[src/rtl/coin_pkg.sv]
// Shared definitions for the coin intake front end.
// Contents:
//   coin_code_t     - 2-bit code for one coin stored in the FIFO.
//   CENTS_N/D/Q     - value of each coin in cents.
//   coin_cents()    - converts a coin code to its value in cents.
package coin_pkg;

  typedef enum logic [1:0] {
    COIN_NONE = 2'd0,
    COIN_N    = 2'd1,
    COIN_D    = 2'd2,
    COIN_Q    = 2'd3
  } coin_code_t;

  localparam int CENTS_N = 5;
  localparam int CENTS_D = 10;
  localparam int CENTS_Q = 25;

  function automatic logic [7:0] coin_cents(input coin_code_t code);
    logic [7:0] cents;
    case (code)
      COIN_N:  cents = 8'(CENTS_N);
      COIN_D:  cents = 8'(CENTS_D);
      COIN_Q:  cents = 8'(CENTS_Q);
      default: cents = 8'd0;
    endcase
    return cents;
  endfunction

endpackage

[src/rtl/coin_debounce.sv]
// One sensor channel: 2-flop synchroniser, debounce counter and rising-edge
// detect on the debounced (stable) level.
// Ports:
//   clk, reset - system clock, synchronous active-high reset
//   raw        - asynchronous, bouncy sensor level
//   rise       - one-cycle pulse, registered on the edge at which the
//                stable level goes from 0 to 1
module coin_debounce
  import coin_pkg::*;
#(
  parameter int DEBOUNCE_CYCLES = 4
) (
  input  logic clk,
  input  logic reset,
  input  logic raw,
  output logic rise
);

  localparam logic [3:0] LIMIT = 4'(DEBOUNCE_CYCLES);

  logic       sync1_reg;
  logic       sync2_reg;
  logic       stable_reg;
  logic [3:0] count_reg;

  always_ff @(posedge clk) begin
    if (reset) begin
      sync1_reg  <= 1'b0;
      sync2_reg  <= 1'b0;
      stable_reg <= 1'b0;
      count_reg  <= 4'd0;
      rise       <= 1'b0;
    end else begin
      sync1_reg <= raw;
      sync2_reg <= sync1_reg;
      rise      <= 1'b0;
      if (sync2_reg != stable_reg) begin
        // The counter has to have reached the limit before the level is
        // taken, so a new level must be seen on LIMIT+1 consecutive edges.
        if (count_reg == LIMIT) begin
          stable_reg <= sync2_reg;
          count_reg  <= 4'd0;
          rise       <= sync2_reg;
        end else begin
          count_reg <= count_reg + 4'd1;
        end
      end else begin
        count_reg <= 4'd0;
      end
    end
  end

endmodule

[src/rtl/coin_intake_frontend.sv]
// Coin intake front end: conditions the three raw coin sensors into clean,
// mutually exclusive one-cycle N_in/D_in/Q_in pulses for the vending FSM.
// Coins are debounced, held in per-channel pending bits, serialised into a
// FIFO (priority Q > D > N) and popped with a minimum idle gap.
// Ports:
//   clk, reset                     - clock, synchronous active-high reset
//   nickel_raw/dime_raw/quarter_raw- raw sensor levels
//   accept_en                      - downstream may take coins
//   N_in/D_in/Q_in                 - one-cycle coin pulses
//   coin_reject                    - one-cycle pulse, coin sent to return chute
//   queue_level                    - FIFO occupancy
// Optional (macro COIN_CREDIT_TOTAL_EN):
//   clear_total                    - zero the running total
//   credit_total                   - saturating running total of popped cents
module coin_intake_frontend
  import coin_pkg::*;
#(
  parameter int DEBOUNCE_CYCLES = 4,
  parameter int QUEUE_DEPTH     = 4,
  parameter int GAP_CYCLES      = 2
) (
  input  logic                           clk,
  input  logic                           reset,
  input  logic                           nickel_raw,
  input  logic                           dime_raw,
  input  logic                           quarter_raw,
  input  logic                           accept_en,
`ifdef COIN_CREDIT_TOTAL_EN
  input  logic                           clear_total,
  output logic [7:0]                     credit_total,
`endif
  output logic                           N_in,
  output logic                           D_in,
  output logic                           Q_in,
  output logic                           coin_reject,
  output logic [$clog2(QUEUE_DEPTH):0]   queue_level
);

  localparam int AW = $clog2(QUEUE_DEPTH);
  localparam int LW = AW + 1;
  localparam logic [3:0] GAP = 4'(GAP_CYCLES);

  // Channel index: 0 = nickel, 1 = dime, 2 = quarter.
  logic [2:0] raw_vec;
  logic [2:0] rise;
  assign raw_vec = {quarter_raw, dime_raw, nickel_raw};

  genvar gi;
  generate
    for (gi = 0; gi < 3; gi++) begin : g_chan
      coin_debounce #(
        .DEBOUNCE_CYCLES(DEBOUNCE_CYCLES)
      ) u_debounce (
        .clk  (clk),
        .reset(reset),
        .raw  (raw_vec[gi]),
        .rise (rise[gi])
      );
    end
  endgenerate

  logic [2:0]    pending_reg;
  logic [2:0]    pending_next;
  logic [2:0]    eff_pending;
  logic [2:0]    wr_mask;
  coin_code_t    wr_code;
  coin_code_t    mem [QUEUE_DEPTH];
  logic [AW-1:0] wr_ptr_reg;
  logic [AW-1:0] rd_ptr_reg;
  logic [LW-1:0] count_reg;
  logic [3:0]    gap_reg;
  coin_code_t    head;
  logic          full;
  logic          empty;
  logic          do_pop;
  logic          do_write;

  assign head  = mem[rd_ptr_reg];
  assign full  = (count_reg == LW'(QUEUE_DEPTH));
  assign empty = (count_reg == '0);
  assign queue_level = count_reg;

  // A fresh coin event is considered in the same cycle it appears, so the
  // FIFO write lands one edge after the stable level rises.
  assign eff_pending = pending_reg | rise;

  assign do_pop = accept_en && !empty && (gap_reg == 4'd0);
  // A pop frees a slot on the same edge, so a full FIFO still accepts a write.
  assign do_write = (|eff_pending) && (!full || do_pop);

  always_comb begin
    wr_code = COIN_NONE;
    wr_mask = 3'b000;
    if (eff_pending[2]) begin
      wr_code = COIN_Q;
      wr_mask = 3'b100;
    end else if (eff_pending[1]) begin
      wr_code = COIN_D;
      wr_mask = 3'b010;
    end else if (eff_pending[0]) begin
      wr_code = COIN_N;
      wr_mask = 3'b001;
    end
  end

  assign pending_next = eff_pending & ~(do_write ? wr_mask : 3'b000);

  // Storage has no reset; only the pointers define which entries are valid.
  always_ff @(posedge clk) begin
    if (do_write) begin
      mem[wr_ptr_reg] <= wr_code;
    end
  end

  always_ff @(posedge clk) begin
    if (reset) begin
      pending_reg <= 3'b000;
      wr_ptr_reg  <= '0;
      rd_ptr_reg  <= '0;
      count_reg   <= '0;
      gap_reg     <= 4'd0;
      N_in        <= 1'b0;
      D_in        <= 1'b0;
      Q_in        <= 1'b0;
      coin_reject <= 1'b0;
    end else begin
      pending_reg <= pending_next;
      // A coin arriving on a channel whose pending bit is already held
      // cannot be stored.
      coin_reject <= |(rise & pending_reg);

      if (do_write) begin
        wr_ptr_reg <= wr_ptr_reg + 1'b1;
      end
      if (do_pop) begin
        rd_ptr_reg <= rd_ptr_reg + 1'b1;
      end

      case ({do_write, do_pop})
        2'b10:   count_reg <= count_reg + 1'b1;
        2'b01:   count_reg <= count_reg - 1'b1;
        default: count_reg <= count_reg;
      endcase

      N_in <= do_pop && (head == COIN_N);
      D_in <= do_pop && (head == COIN_D);
      Q_in <= do_pop && (head == COIN_Q);

      if (do_pop) begin
        gap_reg <= GAP;
      end else if (gap_reg != 4'd0) begin
        gap_reg <= gap_reg - 4'd1;
      end
    end
  end

`ifdef COIN_CREDIT_TOTAL_EN
  logic [8:0] credit_sum;
  assign credit_sum = {1'b0, credit_total} + {1'b0, coin_cents(head)};

  always_ff @(posedge clk) begin
    if (reset) begin
      credit_total <= 8'd0;
    end else if (clear_total) begin
      credit_total <= 8'd0;
    end else if (do_pop) begin
      credit_total <= credit_sum[8] ? 8'hFF : credit_sum[7:0];
    end
  end
`endif

endmodule

[config.mk]
export PLATFORM = sky130hd
export DESIGN_NAME = coin_intake_frontend
export DESIGN_NICKNAME = d
export VERILOG_FILES = /design/src/rtl/coin_pkg.sv /design/src/rtl/coin_debounce.sv /design/src/rtl/coin_intake_frontend.sv
export SDC_FILE = /design/constraint.sdc
export NUM_CORES = 1
export LEC_CHECK = 0
export CAP_MARGIN = 20
export CORE_MARGIN = 2
export CORE_UTILIZATION = 54
export CTS_CLUSTER_SIZE = 25
export DETAILED_ROUTE_END_ITERATION = 10
export PLACE_DENSITY = 0.75
export SLEW_MARGIN = 0
export SYNTH_ARGS = -nofsm -noshare
export SYNTH_HDL_FRONTEND = slang
export SYNTH_HIERARCHICAL = 1
export SYNTH_SLANG_ARGS = --single-unit
[constraint.sdc]
create_clock -name clk -period 3.8 [get_ports clk]
set_input_delay 0.76 -clock clk [delete_from_list [all_inputs] [get_ports clk]]
set_output_delay 0.76 -clock clk [all_outputs]
set_load 0.01 [all_outputs]
* Word-level counts from Yosys, hierarchy flattened
Memories as Yosys holds them, arrays and structs flattened. A register that Yosys moved wholly into a read port is not among the register bits.
Index checks and enable logic that the tools add are counted.
** Storage, ports and cells
- Bits in registers :: 42
- Bits in writable memories :: 8
- Output and inout bits :: 7
- Memories kept :: 1
** Operators by class
- Add/subtract/negate cells :: 8
- Eq/ne operators :: 12
- Muxes and demuxes :: 14
- Bitwise gates (word level) :: 10
- Reductions and logical operators :: 26
** Memory list
- mem :: depth 4, width 2, rd ports 1, clocked after memory_dff 1, write ports 1, line coin_intake_frontend.sv:67 : coin_code_t mem [QUEUE_DEPTH];
** Operators with widths (number)
- $reduce_or 3->1 :: 8
- $mux 2 :: 7
- $add 4x1->4 const B :: 3
- $eq 4x3->1 const B :: 3
- $and 3x3->3 :: 2
- $eq 2x2->1 const B :: 3
- $logic_and 1x1->1 :: 6
- $mux 3 :: 2
- $not 1->1 :: 6
- $pmux 3 s2 :: 1
- $reduce_and 2->1 :: 3
- $add 2x1->2 const B :: 2
- $eq 2x1->1 const B :: 2
- $logic_not 4->1 :: 1
- $mux 1 :: 4
- $reduce_bool 2->1 :: 2
- $reduce_bool 4->1 :: 1
- $sub 4x1->4 const B :: 1
- $add 3x1->3 const B :: 1
- $eq 3x3->1 const B :: 1
- $logic_not 3->1 :: 1
- $ne 1x1->1 :: 3
- $not 3->3 :: 1
- $or 3x3->3 :: 1
- 4 further kinds :: 5

* Logic depth before layout (Yosys ltp)
- Depth in word-level cells :: 9
- Gate-level depth with buffers :: 11
- Mapped depth without buffers :: 11

* Modules after synthesis
The synthesis kept the hierarchy.
** Modules (own cells, without submodules)
- coin_intake_frontend :: times used 1, cells an instance 111, area an instance 1281.2 um2, sequential area each 640.6 um2
- coin_debounce :: times used 3, cells an instance 28, area an instance 292.8 um2, sequential area each 160.2 um2

* Least setup slack after synthesis
OpenSTA, ideal clock, no wires.
- Kind :: register to register
- From :: reg gap_reg[0]
- To :: reg count_reg[2], in the netlist queue_level[2]
- Library setup time :: 0.071 ns
- Arrival :: 2.252 ns
- Setup slack :: 1.477 ns
- Stages on the path, launching flop included :: 12
- Clock period less this slack :: 2.323 ns
- Cells stage by stage :: dfxtp_1 -> inv_1 -> ha_1 -> nor3b_2 -> nand3_1 -> inv_1 -> ha_1 -> inv_1 -> fa_1 -> xor2_1 -> or3_1 -> a21oi_1
** Between the ends
- Word-level cells in the longest chain between the ends :: 6
** Ends and longest elaborated chain
- from (decl) :: line coin_intake_frontend.sv:71 : logic [3:0] gap_reg;
- from (signal assigned) :: line coin_intake_frontend.sv:152 : gap_reg <= gap_reg - 4'd1;
- $logic_not 4->1 (*) :: line coin_intake_frontend.sv:87 : assign do_pop = accept_en && !empty && (gap_reg == 4'd0);
- $logic_and 1x1->1 (*) :: line coin_intake_frontend.sv:87
- net do_pop :: line coin_intake_frontend.sv:75 : logic do_pop;
- $logic_or 1x1->1 :: line coin_intake_frontend.sv:89 : assign do_write = (|eff_pending) && (!full || do_pop);
- $logic_and 1x1->1 :: line coin_intake_frontend.sv:89
- $eq 2x1->1 or $eq 2x2->1 (tied branches) :: line coin_intake_frontend.sv:139 : case ({do_write, do_pop})
- $pmux 3 s2 or $reduce_bool 2->1 (tied branches)
- to (signal assigned) :: line coin_intake_frontend.sv:140 : 2'b10: count_reg <= count_reg + 1'b1;
- to (signal assigned) :: line coin_intake_frontend.sv:141 : 2'b01: count_reg <= count_reg - 1'b1;
- to (signal assigned) :: line coin_intake_frontend.sv:142 : default: count_reg <= count_reg;
- to (decl) :: line coin_intake_frontend.sv:70 : logic [LW-1:0] count_reg;
The timed path passes the listed nets; every way through them passes the cells marked *.
A chain may end at the register's enable or synchronous reset.

* Worst setup path in the final report
- From :: in accept_en
- To :: reg count_reg[2], in the netlist queue_level[2]
** Between the ends
- Word-level cells in the longest chain between the ends :: 6
** Ends and longest elaborated chain
- from (decl) :: line coin_intake_frontend.sv:27 : input logic accept_en,
- $logic_and 1x1->1 (*) (2 in series) :: line coin_intake_frontend.sv:87
- $logic_or 1x1->1 :: line coin_intake_frontend.sv:89
- $logic_and 1x1->1 :: line coin_intake_frontend.sv:89
- $eq 2x1->1 or $eq 2x2->1 (tied branches) :: line coin_intake_frontend.sv:139
- $pmux 3 s2 or $reduce_bool 2->1 (tied branches)
Mark *: on every way between the ends. The rest lies on a longest branch, timed or not.

==> results.py <==
metrics = {
    "run_status": {
        "status": "completed",
    },
    "synth": {
        "synth.largest_area_cell": "dfxtp_1",
        "yosysSeqAreaShare": 0.5191,
        "ys_top_cells_by_area": "dfxtp_1 41%, edfxtp_1 11%, ha_1 7.5%",
        "yosysMostFrequentCell": "dfxtp_1",
        "synth_cell_types": 34,
        "avgSynthCellArea_um2": 11.07,
        "synth-edff-count": 8,
        "ys_top_cells_by_count": "44 x dfxtp_1, 27 x nor2_1, 21 x inv_1, 13 x ha_1",
        "syn_nets": 215,
        "synth-async-reset-ratio": 0,
        "synth_top_area_frac": 0.4079,
        "synth_cells": 195,
        "ys_dominant_reg_cell": "dfxtp_1",
        "synth_area_um2": 2160,
        "synth_seq_cells": 52,
        "ys_warn_count": 6,
    },
    "sta": {
        "finalHoldViolations": 0,
        "worst_slew_pin_slew_ps": 568.3,
        "clock_skew_ps": 6.589,
        "max-slew-margin-rel": 0.6179,
        "fin_crit_ps": 2732,
        "tns_ps": 0,
        "setup_viol": 0,
        "slew_violations": 0,
        "rsz0062_at_grt": "no",
        "clock.fmax_mhz": 366.0,
        "period_share": 0.7190,
    },
    "cts": {
        "clkSlewWorstSetupHoldPaths_ps": 90,
        "cts-root-buf": "clkbuf_8",
        "cts_resized": 0,
        "clock_path_buffers": 2,
        "cts_tree": "built",
        "post-cts-setup-buffer-count": 0,
        "cts_buffers": 5,
        "hold_buffers": 0,
        "htree_levels": 2,
        "insertion_delay_ps": 300,
        "cts_sinks": 52,
    },
    "power_and_ir_drop": {
        "p_clk_frac": 0.297,
        "pwr-share-comb": 0.140,
        "switching_share": 0.2427,
        "ir_worst_vdd_v": 0.0003094,
        "total_leakage_power_nw": 0.9196,
        "pwr-share-seq": 0.563,
        "p_sw_uw": 257.9,
        "pwr_density_cell_nw_per_um2": 433.7,
        "p_int_uw": 804.5,
    },
    "critical_path": {
        "r2r_end": "queue_level[2]",
        "max_stage_delay_ps": 570,
        "criticalPathCategory": "input port to flop",
        "start_kind": "input port",
        "arrival_ps": 2970,
        "cpMostUsedCell": "inv_1",
        "critPathMaxFanout": 8,
        "reg2reg_depth": 11,
        "end_kind": "flop",
        "r2r_slack_ps": 1190,
        "crit_required_ps": 4040,
        "crit_slowest_cell": "clkdlybuf4s50_1",
        "path_cells": "clkdlybuf4s50_1, nand4bb_4, a32oi_4, inv_1, ha_1, inv_1, fa_1, xor2_1, or3_1, a21oi_1",
        "rr_startpoint": "gap_reg[1]",
    },
    "min_path": {
        "hold_depth": 1,
        "min-delay-start": "g_chan[1].u_debounce/sync1_reg",
        "min_to": "g_chan[1].u_debounce/sync2_reg",
        "min_path_type": "flop to flop",
    },
    "cells_and_area": {
        "drive_gt1_frac": 0.08879,
        "diodes": 0,
        "final_cell_area_um2": 2450,
        "final_util": 0.6544,
        "area.sequential_um2": 1121,
        "final_nets": 233,
        "multi_input_area_um2": 952.2,
        "largest_reg_flops": 12,
        "area_growth_pct": 13.44,
        "fillers": 289,
    },
    "route": {
        "drtPass1Iterations": 4,
        "wirelength_um": 3478,
        "drtIter0Drc": 45,
        "wl_per_cell_um": 13.27,
        "drc": 0,
        "via_per_inst": 5.374,
        "ant_nets": 0,
        "vias": 1408,
    },
    "grt": {
        "grt_max_degree": 37,
        "antenna_found_initial": 0,
        "grt_pass1_vias": 1418,
        "overflow": 0,
        "grt_pass1_wl_um": 5871,
        "grt_util_all_layers": 0.1761,
    },
    "die": {
        "start_util": 0.5769,
        "ioPinCount": 13,
        "core_area_um2": 3744,
        "die_w_um": 67.24,
        "fp-row-count": 22,
        "die-area_um2": 4521,
        "die_h_um": 67.24,
    },
    "placed_design": {
        "place_congestion": 0.7450,
        "port_buffers": 12,
        "placed_area_um2": 2332,
        "hpwlAfterDp_um": 2496,
    },
    "flow_run": {
        "maxCapViolCount": 0,
    },
}
logic make-up after synthesis:
kind of cell | synth area share
and+or+nand+nor | 0.1976
DFF | 0.5191
buffers and inverters | 0.03998
AOI/OAI and AO/OA | 0.05910
adders and majority gates | 0.08459
xor gates and xnor gates | 0.04867
muxes | 0.05098
cell type report:
type,count,area share
clock buffer,8,0.03677
inverter,21,0.03218
multi-input combinational,120,0.3887
sequential,52,0.4576
tap,48,0.02451
timing repair buffer,13,0.06027
worst max-delay path: cells and delay by family:
kind,cells,cell delay (ps)
buffers and inverters,3,740
XOR/XNOR,1,70
AND/OR/NAND/NOR,2,480
adder cells (fa/ha/maj),2,390
AO/OA/AOI/OAI,2,530
metal layers:
layer  up-vias  track usage  wire length [um]
li1        696            -                 -
met1       671       0.1784              1503
met2        30       0.3280              1782
met3        11      0.03667               100
met4         0       0.1071                92
met5         -            0                 0
worst max path at each step:
stage               slack [ps]        endpoint  depth (start not counted)        from
floorplan                 1480  queue_level[2]                         11  gap_reg[0]
global placement           850  queue_level[2]                         10   accept_en
detailed placement         740  queue_level[2]                         10   accept_en
CTS                       1050  queue_level[2]                         10   accept_en
global route               930  queue_level[2]                         10   accept_en
finish                    1070  queue_level[2]                         10   accept_en
power by group through the flow:
stage | registers (mW) | clock network [mW] | logic [mW]
detailed placement | 0.611 | 0 | 0.146
floorplan | 0.606 | 0 | 0.117
global route | 0.601 | 0.343 | 0.166
global placement | 0.610 | 0 | 0.137
finish | 0.598 | 0.316 | 0.148
CTS | 0.598 | 0.324 | 0.147
through the flow:
| stage | hold slack, ps | worst slack, ps | instances | total power, mW |
|---|---|---|---|---|
| after floorplan | 413.8 | 1477 | 195 | 0.7239 |
| after global placement | 420.4 | 845.3 | 253 | 0.7475 |
| after detailed placement | 426.4 | 739.1 | 253 | 0.7568 |
| after CTS | 452.7 | 1051 | 261 | 1.069 |
| after global routing | 468.9 | 926.0 | 262 | 1.111 |
| final | 444.1 | 1068 | 262 | 1.062 |
placed cells by master (no fill, tap or decap), types with 3 or more instances in the layout:
cell type        Yosys  routed
edfxtp_1             8       8
inv_1               21      21
a21oi_1              7       7
and2_2               4       4
nor4b_1              5       5
ha_1                13      13
dfxtp_1             44      44
nor2b_1              6       6
clkbuf_8             0       6
nand3b_1             6       6
a211oi_1             3       3
clkdlybuf4s50_1      0      12
mux2i_1              5       5
xor2_1               8       8
nor3_1               4       4
nor2_1              27      27
xnor2_1              4       4
nand3_1              5       5
or3_1                3       3
(Power assumes the default switching activity.)
